`config.mk`:
```
export PLATFORM = sky130hd
export DESIGN_NAME = sha_job_sequencer
export DESIGN_NICKNAME = d
export VERILOG_FILES = /design/src/rtl/sha_job_sequencer.sv
export SDC_FILE = /design/constraint.sdc
export NUM_CORES = 1
export LEC_CHECK = 0
export ABC_CLOCK_PERIOD_IN_PS = 2700
export CORE_ASPECT_RATIO = 0.9
export CORE_UTILIZATION = 45
export CTS_CLUSTER_DIAMETER = 80
export CTS_CLUSTER_SIZE = 30
export DETAILED_ROUTE_END_ITERATION = 10
export GPL_TIMING_DRIVEN = 0
export PLACE_DENSITY = 0.84
export SLEW_MARGIN = 10
export SYNTH_ARGS = -nofsm -noshare
export SYNTH_HDL_FRONTEND = slang
export SYNTH_SLANG_ARGS = --single-unit
```
`constraint.sdc`:
```
create_clock -name clk -period 2.7 [get_ports clk]
set_input_delay 0.675 -clock clk [delete_from_list [all_inputs] [get_ports clk]]
set_output_delay 0.675 -clock clk [all_outputs]
set_load 0.05 [all_outputs]
```
`src/rtl/sha_job_sequencer.sv`:
```
// Round-robin job sequencer that shares one sha core between NUM_REQ requesters.
// Each granted job walks the core through LOAD_TEXT -> HASH -> WRITE_RESULT,
// then closes the ACK handshake and reports done (or err on result timeout).
//
// state    | meaning
// ---------+-----------------------------------------------------------
// S_IDLE   | no owner; arbitrate among req_valid from the rr pointer
// S_LOAD   | LOAD_TEXT on the bus, counting memory->sha handshakes
// S_HASH   | HASH opcode held for HASH_HOLD cycles
// S_RESULT | WRITE_RESULT until first beat, then idle bus; count beats
// S_ACK    | sha_ack_ready high until the ack handshake completes
module sha_job_sequencer #(
  parameter int NUM_REQ   = 2,
  parameter int MSG_BYTES = 32,
  parameter int HASH_HOLD = 4,
  parameter int TIMEOUT   = 1024
) (
  input  logic               clk,
  input  logic               rst_n,
  input  logic [NUM_REQ-1:0] req_valid,
  output logic [NUM_REQ-1:0] req_ready,
  output logic [NUM_REQ-1:0] done,
  output logic [NUM_REQ-1:0] err,
  output logic [1:0]         grant_id,
  output logic               busy,
  output logic [1:0]         opcode,
  output logic [1:0]         source_id,
  output logic [1:0]         dest_id,
  output logic               encdec,
  output logic [23:0]        addr,
  input  logic               sha_valid_in,
  input  logic               sha_ready_in,
  input  logic               sha_data_valid,
  input  logic               sha_ack_valid,
  output logic               sha_ack_ready
);

  localparam int TW = $clog2(TIMEOUT + 1);

  localparam logic [1:0] OP_LOAD_KEY  = 2'b00;
  localparam logic [1:0] OP_LOAD_TEXT = 2'b01;
  localparam logic [1:0] OP_RESULT    = 2'b10;
  localparam logic [1:0] OP_HASH      = 2'b11;
  localparam logic [1:0] ID_MEM       = 2'b00;
  localparam logic [1:0] ID_SHA       = 2'b01;

  typedef enum logic [2:0] {
    S_IDLE,
    S_LOAD,
    S_HASH,
    S_RESULT,
    S_ACK
  } state_t;

  state_t state_q, state_d;

  logic [5:0]         cnt_q, cnt_d;
  logic [TW-1:0]      tmo_q, tmo_d;
  logic               got_beat_q, got_beat_d;
  logic [1:0]         rr_ptr_q, rr_ptr_d;
  logic [1:0]         grant_id_q, grant_id_d;
  logic [NUM_REQ-1:0] req_ready_q, req_ready_d;
  logic [NUM_REQ-1:0] done_q, done_d;
  logic [NUM_REQ-1:0] err_q, err_d;
  logic               busy_q, busy_d;
  logic [1:0]         opcode_q, opcode_d;
  logic [1:0]         source_id_q, source_id_d;
  logic [1:0]         dest_id_q, dest_id_d;
  logic               ack_ready_q, ack_ready_d;

  logic               found;
  logic [1:0]         pick;
  logic [1:0]         next_ptr;
  logic [NUM_REQ-1:0] pick_oh;
  logic [NUM_REQ-1:0] grant_oh;

  assign next_ptr = (grant_id_q == 2'(NUM_REQ - 1)) ? 2'd0 : grant_id_q + 2'd1;
  assign pick_oh  = {{(NUM_REQ-1){1'b0}}, 1'b1} << pick;
  assign grant_oh = {{(NUM_REQ-1){1'b0}}, 1'b1} << grant_id_q;

  // Round-robin search: first requester at or after the pointer, wrapping.
  always_comb begin
    found = 1'b0;
    pick  = 2'd0;
    for (int i = 0; i < NUM_REQ; i++) begin
      for (int j = 0; j < NUM_REQ; j++) begin
        if (!found && req_valid[j] && (((int'(rr_ptr_q) + i) % NUM_REQ) == j)) begin
          found = 1'b1;
          pick  = 2'(j);
        end
      end
    end
  end

  // Next-state logic; outputs are derived from the next state so they register with it.
  always_comb begin
    state_d     = state_q;
    cnt_d       = cnt_q;
    tmo_d       = tmo_q;
    got_beat_d  = got_beat_q;
    rr_ptr_d    = rr_ptr_q;
    grant_id_d  = grant_id_q;
    req_ready_d = '0;
    done_d      = '0;
    err_d       = '0;

    case (state_q)
      S_IDLE: begin
        if (found) begin
          grant_id_d  = pick;
          req_ready_d = pick_oh;
          cnt_d       = 6'(MSG_BYTES);
          state_d     = S_LOAD;
        end
      end
      S_LOAD: begin
        if (sha_valid_in && sha_ready_in) begin
          if (cnt_q == 6'd1) begin
            cnt_d   = 6'(HASH_HOLD);
            state_d = S_HASH;
          end else begin
            cnt_d = cnt_q - 6'd1;
          end
        end
      end
      S_HASH: begin
        if (cnt_q == 6'd1) begin
          cnt_d      = 6'(MSG_BYTES);
          tmo_d      = TW'(TIMEOUT);
          got_beat_d = 1'b0;
          state_d    = S_RESULT;
        end else begin
          cnt_d = cnt_q - 6'd1;
        end
      end
      S_RESULT: begin
        if (sha_data_valid) begin
          got_beat_d = 1'b1;
          if (cnt_q == 6'd1) begin
            state_d = S_ACK;
          end else begin
            cnt_d = cnt_q - 6'd1;
          end
        end else if (!got_beat_q) begin
          if (tmo_q == TW'(1)) begin
            err_d    = grant_oh;
            rr_ptr_d = next_ptr;
            state_d  = S_IDLE;
          end else begin
            tmo_d = tmo_q - TW'(1);
          end
        end
      end
      S_ACK: begin
        if (sha_ack_valid && ack_ready_q) begin
          done_d   = grant_oh;
          rr_ptr_d = next_ptr;
          state_d  = S_IDLE;
        end
      end
      default: state_d = S_IDLE;
    endcase

    busy_d      = (state_d != S_IDLE);
    ack_ready_d = (state_d == S_ACK);
    opcode_d    = OP_LOAD_KEY;
    source_id_d = ID_MEM;
    dest_id_d   = ID_MEM;
    case (state_d)
      S_LOAD: begin
        opcode_d  = OP_LOAD_TEXT;
        dest_id_d = ID_SHA;
      end
      S_HASH: begin
        opcode_d  = OP_HASH;
        dest_id_d = ID_SHA;
      end
      S_RESULT: begin
        // Once the core starts returning data, park the bus so it cannot restart TX.
        if (!got_beat_d) begin
          opcode_d    = OP_RESULT;
          source_id_d = ID_SHA;
        end
      end
      default: ;
    endcase
  end

  // State and registered outputs; reset mid-job drops straight back to idle values.
  always_ff @(posedge clk or negedge rst_n) begin
    if (!rst_n) begin
      state_q     <= S_IDLE;
      cnt_q       <= '0;
      tmo_q       <= '0;
      got_beat_q  <= 1'b0;
      rr_ptr_q    <= '0;
      grant_id_q  <= '0;
      req_ready_q <= '0;
      done_q      <= '0;
      err_q       <= '0;
      busy_q      <= 1'b0;
      opcode_q    <= OP_LOAD_KEY;
      source_id_q <= ID_MEM;
      dest_id_q   <= ID_MEM;
      ack_ready_q <= 1'b0;
    end else begin
      state_q     <= state_d;
      cnt_q       <= cnt_d;
      tmo_q       <= tmo_d;
      got_beat_q  <= got_beat_d;
      rr_ptr_q    <= rr_ptr_d;
      grant_id_q  <= grant_id_d;
      req_ready_q <= req_ready_d;
      done_q      <= done_d;
      err_q       <= err_d;
      busy_q      <= busy_d;
      opcode_q    <= opcode_d;
      source_id_q <= source_id_d;
      dest_id_q   <= dest_id_d;
      ack_ready_q <= ack_ready_d;
    end
  end

  assign req_ready     = req_ready_q;
  assign done          = done_q;
  assign err           = err_q;
  assign grant_id      = grant_id_q;
  assign busy          = busy_q;
  assign opcode        = opcode_q;
  assign source_id     = source_id_q;
  assign dest_id       = dest_id_q;
  assign sha_ack_ready = ack_ready_q;
  assign encdec        = 1'b0;
  assign addr          = 24'd0;

endmodule

```
==> run_results.csv <==
group,metric,value,unit
logic_synthesis,synth_largest_area_cell,"dfrtp_1",
detailed_routing,ant_nets,0,
timing,finalHoldViolations,0,
floorplan,die_h,65.1,µm
clock_tree,clkTransAtPathRegs,0.07,ns
worst_hold_path,hp-class,"input port to async pin",
detailed_routing,via_per_inst,4.86,
place,dp_hpwl,2820,µm
worst_setup_path,slowest_stage,"clkdlybuf4s50_1",
place,portBuffers,20,
detailed_routing,routed_wl,3900,µm
clock_tree,clk_latency,0.29,ns
power_and_ir_drop,p_per_area,801,nW/µm²
detailed_routing,drtIter0Drc,79,
layout,fin_nets,281,
logic_synthesis,synth_enable_flop_cells,0,
timing,fmaxAchievable,0.442,GHz
timing,post-route-period-util,0.838,
place,globalplace.congestion,0.884,
grt,grt_max_degree,35,
clock_tree,clockBufferDepth,2,
timing,setup_viol,0,
logic_synthesis,synth_area_leaders,"dfrtp_1 43%, buf_4 11%, nand2_1 3.4%, a21oi_1 3.3%, nor2_1 3.2%",
detailed_routing,wl_per_cell,11.8,µm
timing,rsz0062_at_grt,"false",
logic_synthesis,synth_area,1990,µm²
layout,final_cells,330,
run,drv_cap,0,
clock_tree,cts_tree,"done",
worst_setup_path,r2r_start,"cnt_q[1]",
clock_tree,cts_sinks,34,
power_and_ir_drop,p_sw,804,µW
layout,insertedDiodeCount,0,
layout,utilization,0.595,
grt,grt_pass1_wl,6600,µm
worst_setup_path,crit_type,"input port to flop",
logic_synthesis,async_flop_share,1.00,
grt,gr-total-overflow,0,
grt,grt.total_usage,0.185,
logic_synthesis,seq_area_frac_synth,0.427,
clock_tree,root_buffer,"clkbuf_8",
worst_setup_path,worstSetupStartpointType,"input port",
worst_setup_path,cp.required,2.91,ns
power_and_ir_drop,power.internal,1180,µW
layout,drive_above_1_share,0.185,
power_and_ir_drop,p_comb_frac,0.420,
detailed_routing,drc,0,
worst_setup_path,reg2reg_depth,7,
clock_tree,cts_hold_buf,0,
place,post-place-cells,322,
worst_setup_path,crit_path_max_fanout,7,
status,status,"finished, final reports clean",
clock_tree,numCtsBuffers,5,
power_and_ir_drop,ir_drop,0.410,mV
floorplan,die_area,4700,µm²
logic_synthesis,synth_cell_type_count,50,
detailed_routing,drt-pass1-iter-count,4,
grt,antenna_found_initial,0,
logic_synthesis,yosysTopAreaCellShare,0.427,
worst_setup_path,path_depth,6,
worst_setup_path,worstPathCellList,"clkdlybuf4s50_1 > nor2b_1 > nand4_1 > nand4_2 > or4_1 > a21oi_1",
timing,final.setup.tns,0,ns
worst_setup_path,cp_num_buf_inv,1,
clock_tree,htree_levels,2,
floorplan,start_util,0.480,
logic_synthesis,synth_cells,215,
grt,grt_pass1_vias,1476,
worst_setup_path,critPathMaxStageDelay,0.62,ns
floorplan,core,4160,µm²
layout,area_growth,24.0,%
logic_synthesis,synthFlopType,"dfrtp_1",
power_and_ir_drop,p_leak,0.00117,µW
worst_setup_path,worst-r2r-setup-slack,0.46,ns
timing,clock_skew,0.00328,ns
worst_setup_path,timing.rr.end,"tmo_q[1]",
detailed_routing,route.vias.total,1605,
power_and_ir_drop,p_seq_frac,0.352,
logic_synthesis,ys_warn_count,0,
clock_tree,cts_setup_buffers,0,
logic_synthesis,ys_ff_latch,34,
timing,period_minus_slack,2.26,ns
timing,relSlewSlack,0.527,
timing,postLayoutSetupSlackWorst,0.437,ns
place,post_dp_cell_area,2360,µm²
place,dpl_worst_slack,0.158,ns
floorplan,io_pins,49,
power_and_ir_drop,swShare,0.406,
clock_tree,cts_resized,0,
worst_setup_path,worstPathArrival,2.47,ns
timing,drv_slew,0,
floorplan,rows,22,
layout,final_area,2470,µm²
logic_synthesis,synth_area_per_cell,9.27,µm²
power_and_ir_drop,power_frac_clock,0.228,
worst_setup_path,cpLargestDelayFamily,"simple AND/OR/NAND/NOR gates",
timing,worst-slew-pin-transition,0.710,ns
floorplan,die_w,72.2,µm
worst_setup_path,critPathCaptureType,"flop",
stage by stage:
step	hold slack (ns)	total power, µW
floorplan	0.379	1330
global placement	0.471	1500
detailed placement	0.485	1530
CTS	0.471	1990
global route	0.508	2110
finish	0.439	1980
cell families (layout without fill, tap and decap cells):
| group | Yosys count | count (layout) | share of synthesized area |
|---|---|---|---|
| other cells | 1 | 28 | 0.00188 |
| fa+ha+maj | 4 | 4 | 0.0251 |
| simple gates | 82 | 82 | 0.223 |
| buf+inv | 44 | 72 | 0.142 |
| mux | 2 | 2 | 0.0107 |
| compound gates | 43 | 43 | 0.149 |
| flops | 34 | 34 | 0.427 |
| xor+xnor | 5 | 5 | 0.0220 |
layout by cell type, fill, tap and decap left out, drive strengths merged, types with 3 or more instances in the layout:
cell	Yosys	routed
inv	11	11
or4	5	5
buf	31	32
clkdlybuf4s50	0	19
nand2	19	19
and3	3	3
nand2b	4	4
conb	1	28
nand4	6	6
ha	4	4
o31ai	3	3
dfrtp	34	34
nor2	17	17
nor3	5	5
or3	7	7
clkbuf	2	9
nand3	5	5
xor2	4	4
o21ai	11	11
a21oi	14	14
power groups by stage:
stage	Combinational (µW)	Clock [µW]	Sequential, µW
2_1_floorplan	571	0	764
3_3_place_gp	802	0	701
3_5_place_dp	825	0	704
4_1_cts	831	459	696
5_1_grt	915	487	711
6_report	832	451	697
cell type report:
| cell class | instances | area, µm² |
|---|---|---|
| Timing Repair Buffer | 20 | 195 |
| Fill cell | 361 | 1690 |
| Clock inverter | 1 | 30.0 |
| Buffer | 33 | 241 |
| Multi-Input combinational cell | 164 | 961 |
| Clock buffer | 7 | 76.3 |
| Sequential cell | 34 | 851 |
| Tap cell | 60 | 75.1 |
| Inverter | 11 | 41.3 |
per-layer routing:
layer  share of wire  vias up  routed length [µm]  track usage
li1                -      799                   -            -
met1            0.45      751                1750        0.235
met2            0.49       47                1910        0.304
met3           0.047        8                 184       0.0414
met4           0.014        0                  55       0.0809
met5               0        -                   0            0
state kept, by name, indices dropped and copies added (netlist names):
signal and flops:
done 2, busy 1, grant_id 1, got_beat_q 1, rr_ptr_q 1, opcode 1
err 2, tmo_q 11, dest_id 1, source_id 1, state_q 3, cnt_q 6
req_ready 2, sha_ack_ready 1
worst max path at each step:
stage	start	end	slack [ns]
after CTS	sha_data_valid	tmo_q[6]	0.46
after detailed placement	sha_data_valid	tmo_q[8]	0.16
after floorplan	cnt_q[1]	tmo_q[3]	0.72
after global placement	sha_data_valid	tmo_q[6]	0.20
after global routing	sha_data_valid	rr_ptr_q[0]	0.25
final	sha_data_valid	tmo_q[8]	0.44
cell usage after synthesis (2+ instances only):
| cell | instances |
|---|---|
| a21o_1 | 2 |
| a21oi_1 | 13 |
| and2_1 | 2 |
| and3_1 | 3 |
| buf_4 | 29 |
| clkbuf_1 | 2 |
| dfrtp_1 | 34 |
| ha_1 | 4 |
| inv_1 | 10 |
| nand2_1 | 18 |
| nand2b_1 | 4 |
| nand3_1 | 5 |
| nand4_1 | 5 |
| nor2_1 | 17 |
| nor2b_1 | 2 |
| nor3_1 | 4 |
| nor4_1 | 2 |
| o21ai_0 | 10 |
| o22a_1 | 2 |
| o22ai_1 | 2 |
| o31ai_1 | 3 |
| or3_1 | 7 |
| or4_1 | 5 |
| xor2_1 | 4 |
No activity file was read; power rests on OpenSTA's default activity.
